File: config.mk
export PLATFORM = sky130hd
export DESIGN_NAME = c_d_seq_mc
export DESIGN_NICKNAME = d
export VERILOG_FILES = /design/src/rtl/c_d_seq_mc.sv
export SDC_FILE = /design/constraint.sdc
export NUM_CORES = 1
export LEC_CHECK = 0
export ABC_AREA = 1
export CAP_MARGIN = 20
export CELL_PAD_IN_SITES_DETAIL_PLACEMENT = 1
export CELL_PAD_IN_SITES_GLOBAL_PLACEMENT = 2
export CORE_ASPECT_RATIO = 1.25
export CORE_UTILIZATION = 15
export DETAILED_ROUTE_END_ITERATION = 7
export PLACE_DENSITY = 0.86
export SYNTH_ARGS = -nofsm -noshare
export SYNTH_HDL_FRONTEND = slang
export SYNTH_SLANG_ARGS = --single-unit
File: constraint.sdc
create_clock -name clk -period 1.8 [get_ports clk]
set_clock_uncertainty 0.05 [all_clocks]
set_input_delay 0.18 -clock clk [delete_from_list [all_inputs] [get_ports clk]]
set_output_delay 0.18 -clock clk [all_outputs]
set_load 0.005 [all_outputs]
File: src/rtl/c_d_seq_mc.sv
// Multi-channel capture/dump sequencer: capture pulse, optional error injection, then per-channel
// labelled dumps over a valid/ready serial link. Define SEQ_TRAILER_EN to append an XOR trailer.
module c_d_seq_mc #(
  parameter int unsigned NUM_CH     = 8,
  parameter int unsigned NUM_RUNS   = 10,
  parameter int unsigned LABEL_LEN  = 4,
  parameter logic [7:0]  LABEL_BYTE = 8'hF0,
  parameter int unsigned ERR_FIRST  = 2,
  parameter int unsigned ERR_LAST   = 5,
  localparam int unsigned CH_W      = (NUM_CH > 1) ? $clog2(NUM_CH) : 1
) (
  input  logic                  clk,
  input  logic                  rst_n,
  input  logic                  start,
  input  logic [7:0]            inj_err,
  input  logic [8*NUM_CH-1:0]   ch_out,
  input  logic [NUM_CH-1:0]     ch_out_vld,
  input  logic [NUM_CH-1:0]     ch_out_done,
  input  logic                  serial_rdy,
  output logic                  err_en,
  output logic [8:0]            err_ctrl,
  output logic                  c_en,
  output logic [NUM_CH-1:0]     dump_en,
  output logic                  serial_vld,
  output logic [7:0]            serial_tx,
  output logic [7:0]            run_num,
  output logic [CH_W-1:0]       cur_ch,
  output logic                  demo_done
);

  localparam int unsigned HDR_W = $clog2(LABEL_LEN);

  localparam logic [7:0]      ErrFirst = 8'(ERR_FIRST);
  localparam logic [7:0]      ErrLast  = 8'(ERR_LAST);
  localparam logic [7:0]      RunsLast = 8'(NUM_RUNS);
  localparam logic [CH_W-1:0] LastCh   = CH_W'(NUM_CH - 1);
  localparam logic [HDR_W-1:0] HdrLast = HDR_W'(LABEL_LEN - 1);
  localparam logic [HDR_W-1:0] HdrRun  = HDR_W'(2);
  localparam logic [HDR_W-1:0] HdrCh   = HDR_W'(3);

`ifdef SEQ_TRAILER_EN
  typedef enum logic [2:0] {
    StIdle, StCapture, StLabel, StDump, StNext, StDone, StTrail
  } state_e;
`else
  typedef enum logic [2:0] {
    StIdle, StCapture, StLabel, StDump, StNext, StDone
  } state_e;
`endif

  state_e           state_q, state_d;
  logic [7:0]       run_num_q, run_num_d;
  logic [CH_W-1:0]  cur_ch_q, cur_ch_d;
  logic [HDR_W-1:0] hdr_idx_q, hdr_idx_d;
`ifdef SEQ_TRAILER_EN
  logic [7:0]       xor_q, xor_d;
`endif

  logic       cur_vld;
  logic       cur_done;
  logic [7:0] cur_byte;
  logic       xfer;

  // Select the current channel's byte/valid/done without indexing past NUM_CH.
  always_comb begin
    cur_vld  = 1'b0;
    cur_done = 1'b0;
    cur_byte = 8'h00;
    for (int unsigned c = 0; c < NUM_CH; c++) begin
      if (cur_ch_q == CH_W'(c)) begin
        cur_vld  = ch_out_vld[c];
        cur_done = ch_out_done[c];
        cur_byte = ch_out[8*c +: 8];
      end
    end
  end

  always_comb begin
    serial_vld = 1'b0;
    serial_tx  = 8'h00;
    c_en       = 1'b0;
    err_en     = 1'b0;
    dump_en    = '0;
    case (state_q)
      StCapture: begin
        c_en   = 1'b1;
        err_en = inj_err[7] && (run_num_q >= ErrFirst) && (run_num_q <= ErrLast);
      end
      StLabel: begin
        serial_vld = 1'b1;
        if (hdr_idx_q == HdrRun) begin
          serial_tx = run_num_q;
        end else if (hdr_idx_q == HdrCh) begin
          serial_tx = {{(8-CH_W){1'b0}}, cur_ch_q};
        end else begin
          serial_tx = LABEL_BYTE;
        end
      end
      StDump: begin
        serial_vld = cur_vld;
        serial_tx  = cur_byte;
        // Pop strobe fires in the same cycle as the accepted transfer.
        for (int unsigned c = 0; c < NUM_CH; c++) begin
          dump_en[c] = (cur_ch_q == CH_W'(c)) && ch_out_vld[c] && serial_rdy;
        end
      end
`ifdef SEQ_TRAILER_EN
      StTrail: begin
        serial_vld = 1'b1;
        serial_tx  = xor_q;
      end
`endif
      default: ;
    endcase
  end

  assign xfer = serial_vld & serial_rdy;

  always_comb begin
    state_d   = state_q;
    run_num_d = run_num_q;
    cur_ch_d  = cur_ch_q;
    hdr_idx_d = hdr_idx_q;
`ifdef SEQ_TRAILER_EN
    xor_d     = xor_q;
`endif
    case (state_q)
      StIdle: begin
        if (start) begin
          state_d = StCapture;
        end
      end
      StCapture: begin
        run_num_d = run_num_q + 8'd1;
        cur_ch_d  = '0;
        hdr_idx_d = '0;
`ifdef SEQ_TRAILER_EN
        xor_d     = 8'h00;
`endif
        state_d   = StLabel;
      end
      StLabel: begin
        if (xfer) begin
          if (hdr_idx_q == HdrLast) begin
            hdr_idx_d = '0;
            state_d   = StDump;
          end else begin
            hdr_idx_d = hdr_idx_q + HDR_W'(1);
          end
        end
      end
      StDump: begin
        if (xfer) begin
`ifdef SEQ_TRAILER_EN
          xor_d = xor_q ^ cur_byte;
`endif
        end else if (cur_done && !cur_vld) begin
`ifdef SEQ_TRAILER_EN
          state_d = StTrail;
`else
          state_d = StNext;
`endif
        end
      end
`ifdef SEQ_TRAILER_EN
      StTrail: begin
        if (xfer) begin
          state_d = StNext;
        end
      end
`endif
      StNext: begin
        if (cur_ch_q == LastCh) begin
          state_d = (run_num_q == RunsLast) ? StDone : StIdle;
        end else begin
          cur_ch_d  = cur_ch_q + CH_W'(1);
          hdr_idx_d = '0;
`ifdef SEQ_TRAILER_EN
          xor_d     = 8'h00;
`endif
          state_d   = StLabel;
        end
      end
      StDone: state_d = StDone;
      default: state_d = StIdle;
    endcase
  end

  always_ff @(posedge clk or negedge rst_n) begin
    if (!rst_n) begin
      state_q   <= StIdle;
      run_num_q <= 8'h00;
      cur_ch_q  <= '0;
      hdr_idx_q <= '0;
`ifdef SEQ_TRAILER_EN
      xor_q     <= 8'h00;
`endif
    end else begin
      state_q   <= state_d;
      run_num_q <= run_num_d;
      cur_ch_q  <= cur_ch_d;
      hdr_idx_q <= hdr_idx_d;
`ifdef SEQ_TRAILER_EN
      xor_q     <= xor_d;
`endif
    end
  end

  assign err_ctrl  = {inj_err[6:0], 2'b00};
  assign run_num   = run_num_q;
  assign cur_ch    = cur_ch_q;
  assign demo_done = (state_q == StDone);

endmodule
==> qor.csv <==
metric,value,unit
antenna_left,0,
cp.required,1570,ps
clk_latency,250,ps
io_buffers,115,
switching_power,2.00,mW
dieArea,14000,µm²
place_ws,-867,ps
fp.dieW,106,µm
top_usage_layer,met2,
num_io_pins,132,
crit_family,compound AO/OA/AOI/OAI gates,
finalCritPeriodShare,1.43,
grt_pass1_wl,18300,µm
grt_pass1_vias,3513,
synthMuxAreaShare,0,
min_path_type,in -> async,
slew_viol_final,0,
vias_per_cell,4.44,
synth_simple_gate_area_frac,0.405,
track_usage,0.166,
clkSinkCount,16,
use_met3,0.0262,
drtIter0Drc,73,
place_congestion,0.850,
wl,11900,µm
synthFlopType,dfrtp_1,
firstDrtPassIters,4,
multiInputGateArea,1830,µm²
power_density,972,nW/µm²
ir_worst_vdd,0.510,mV
fin_nets,649,
yosys.area_share.xor_xnor,0.0216,
finalHoldViolCount,0,
gr-total-overflow,0,
period_minus_slack,2570,ps
fin_area,4800,µm²
ys_async_sr_fraction,1.00,
seqCellArea,403,µm²
cts_buffers,3,
finalSetupViolations,19,
seqPwrFrac,0.129,
setup.worst_path.start_class,register,
ys_types,38,
synth.avg_cell_area,6.27,µm²
max_freq,390,MHz
placementRows,47,
cpMaxStageDelayCell,dfrtp_2,
crit_chain,inv_4 -> ha_4 -> inv_4 -> nor2_4 -> buf_4 -> nand2_1 -> nand3_1 -> o211ai_1 -> a31oi_1 -> o21ai_1 -> a31o_2 -> nand2_2 -> buf_2,
synth_top_family_by_area,simple AND/OR/NAND/NOR gates,
area_growth,137,%
fin_ws,-765,ps
diodes,0,
vias,3174,
fin_cells,715,
grt_max_degree,17,
swShare,0.429,
status,"complete, but fails checks",
cts-hold-fix-buffers,0,
synth-adder-area-share,0.0742,
drv_cap,0,
antenna_found_initial,0,
combPwrFrac,0.764,
cts_tree,done,
crit_type,reg -> out,
start_util,0.153,
die_h,132,µm
cp_common_cell,inv_4,
dp_cells,668,
grt_setup_unrepaired,yes,
clk_pin_slew,50,ps
worst_pin_slew,503,ps
violations,setup timing,
cp-end-kind,output port,
htreeDepth,1,
synth_area,2020,µm²
p_int,2.66,mW
drive_above_1_share,0.438,
critPathMaxStageDelay,460,ps
p_clk_frac,0.107,
cts_buffer_depth,2,
drcViolationCount,0,
synth_seq_cells,16,
clock-root-buffer,clkbuf_16,
worstPathBufferInverterCount,4,
cp_data_arrival_time,2340,ps
use_met2,0.332,
fillers,1614,
ys_seq_area_frac,0.198,
r2r_slack,-500,ps
post-route-util,0.362,
p_leak,2.21,nW
syn_inst,323,
hpwl,8660,µm
wl_per_cell,16.7,µm
synth_compound_area_frac,0.182,
dpl-instance-area,3910,µm²
slew_headroom,0.662,
core_area,13200,µm²
yosys_warnings,0,
grt_use_met1,0.178,
synth_edf_count,0,
crit_fanout,5,
state kept, by name (all words and copies together) (netlist names):
register   count
run_num        8
cur_ch         3
state_q        3
hdr_idx_q      2
area by class of cell:
type                            count  share of cell area
Tap cell                          171              0.0446
Multi-Input combinational cell    261               0.382
Sequential cell                    16              0.0840
Clock buffer                        4              0.0185
Timing Repair Buffer              234               0.439
Inverter                           29              0.0318
placed cells by master, fill, tap and decap left out, types with 3 or more instances in the layout:
master           instances
clkdlybuf4s50_1         93
buf_4                   87
nand2_1                 58
nor2_1                  34
buf_6                   27
nand3_1                 20
nand3_2                 17
buf_2                   16
inv_1                   15
dfrtp_1                 14
nand2_2                 12
o211ai_1                12
o21ai_0                 11
o21ai_1                  8
a21oi_1                  8
nand2_4                  7
nor2_2                   6
nor2_4                   6
ha_4                     6
ha_1                     6
nand2_8                  5
inv_4                    5
a31oi_1                  5
o21ai_2                  5
dlygate4sd2_1            4
inv_2                    3
nor3_2                   3
xor2_1                   3
clkbuf_16                3
buf_12                   3
per-layer routing:
metal | vias to the layer above | part of all wire
met5 | - | 0
met4 | 0 | 0.022
met3 | 23 | 0.054
met2 | 114 | 0.56
met1 | 1521 | 0.36
li1 | 1516 | -
per-stage QoR:
step                      total power [mW]  TNS (ps)  hold WS (ps)
final                                 4.66     -8290           201
after global routing                  5.00    -10750           231
after CTS                             4.32     -8560           213
after detailed placement              3.29    -10590           310
after global placement                3.20     -9330           310
after floorplan                       1.85      -328          -166
kinds of logic after synthesis:
| logic type | count (synthesis) |
|---|---|
| DFF | 16 |
| AOI/OAI and AO/OA | 61 |
| other | 1 |
| adders and majority gates | 12 |
| and+or+nand+nor | 180 |
| xor gates and xnor gates | 5 |
| buffers and inverters | 48 |
power groups by stage:
stage                     Clock, mW  Sequential (mW)  Combinational (mW)
final                         0.499            0.601                3.56
after floorplan                   0            0.635                1.21
after CTS                     0.508            0.596                3.21
after global routing          0.519            0.614                3.87
after global placement            0            0.591                2.61
after detailed placement          0            0.606                2.69
path summary, 6_finish.rpt:
kind                                          startpoint                       end  depth (start not counted)
worst max-delay path               cur_ch[1]$_DFFE_PN0P_              serial_tx[0]                         13
worst min-delay path                               rst_n    run_num[1]$_DFFE_PN0P_                          2
worst max register to register     cur_ch[1]$_DFFE_PN0P_    state_q[1]$_DFFE_PN0P_                         22
worst min register to register  hdr_idx_q[1]$_DFFE_PN0P_  hdr_idx_q[1]$_DFFE_PN0P_                          2
max in group asynchronous                          rst_n     cur_ch[0]$_DFFE_PN0P_                          2
min in group clk                              inj_err[1]               err_ctrl[3]                          0
synthesized netlist by cell type (2+ instances only):
library cell,count,share of area
nor3_1,4,0.0099
a21oi_1,8,0.020
xor2_1,3,0.013
inv_1,26,0.048
a31oi_1,7,0.022
nand2_2,5,0.015
buf_4,9,0.033
o211ai_1,12,0.045
nor2_4,2,0.011
nand2_1,76,0.14
xnor2_1,2,0.0087
dfrtp_1,16,0.20
buf_2,4,0.0099
nand3_1,33,0.082
nor2_1,44,0.082
buf_6,2,0.011
ha_1,12,0.074
nor4_1,2,0.0062
a211oi_1,3,0.011
nand4_1,2,0.0062
nand3_2,5,0.025
or2_2,3,0.0093
o21ai_0,24,0.059
clkbuf_1,3,0.0056
nor3_2,3,0.015
timing repair:
item                       CTS  global route
setup buffers               32            12
gates resized for setup    159            65
cloned                       1             0
pin swaps                   59            43
setup endpoints to repair   30            27
Note: power is estimated with default switching activity, not from simulation.
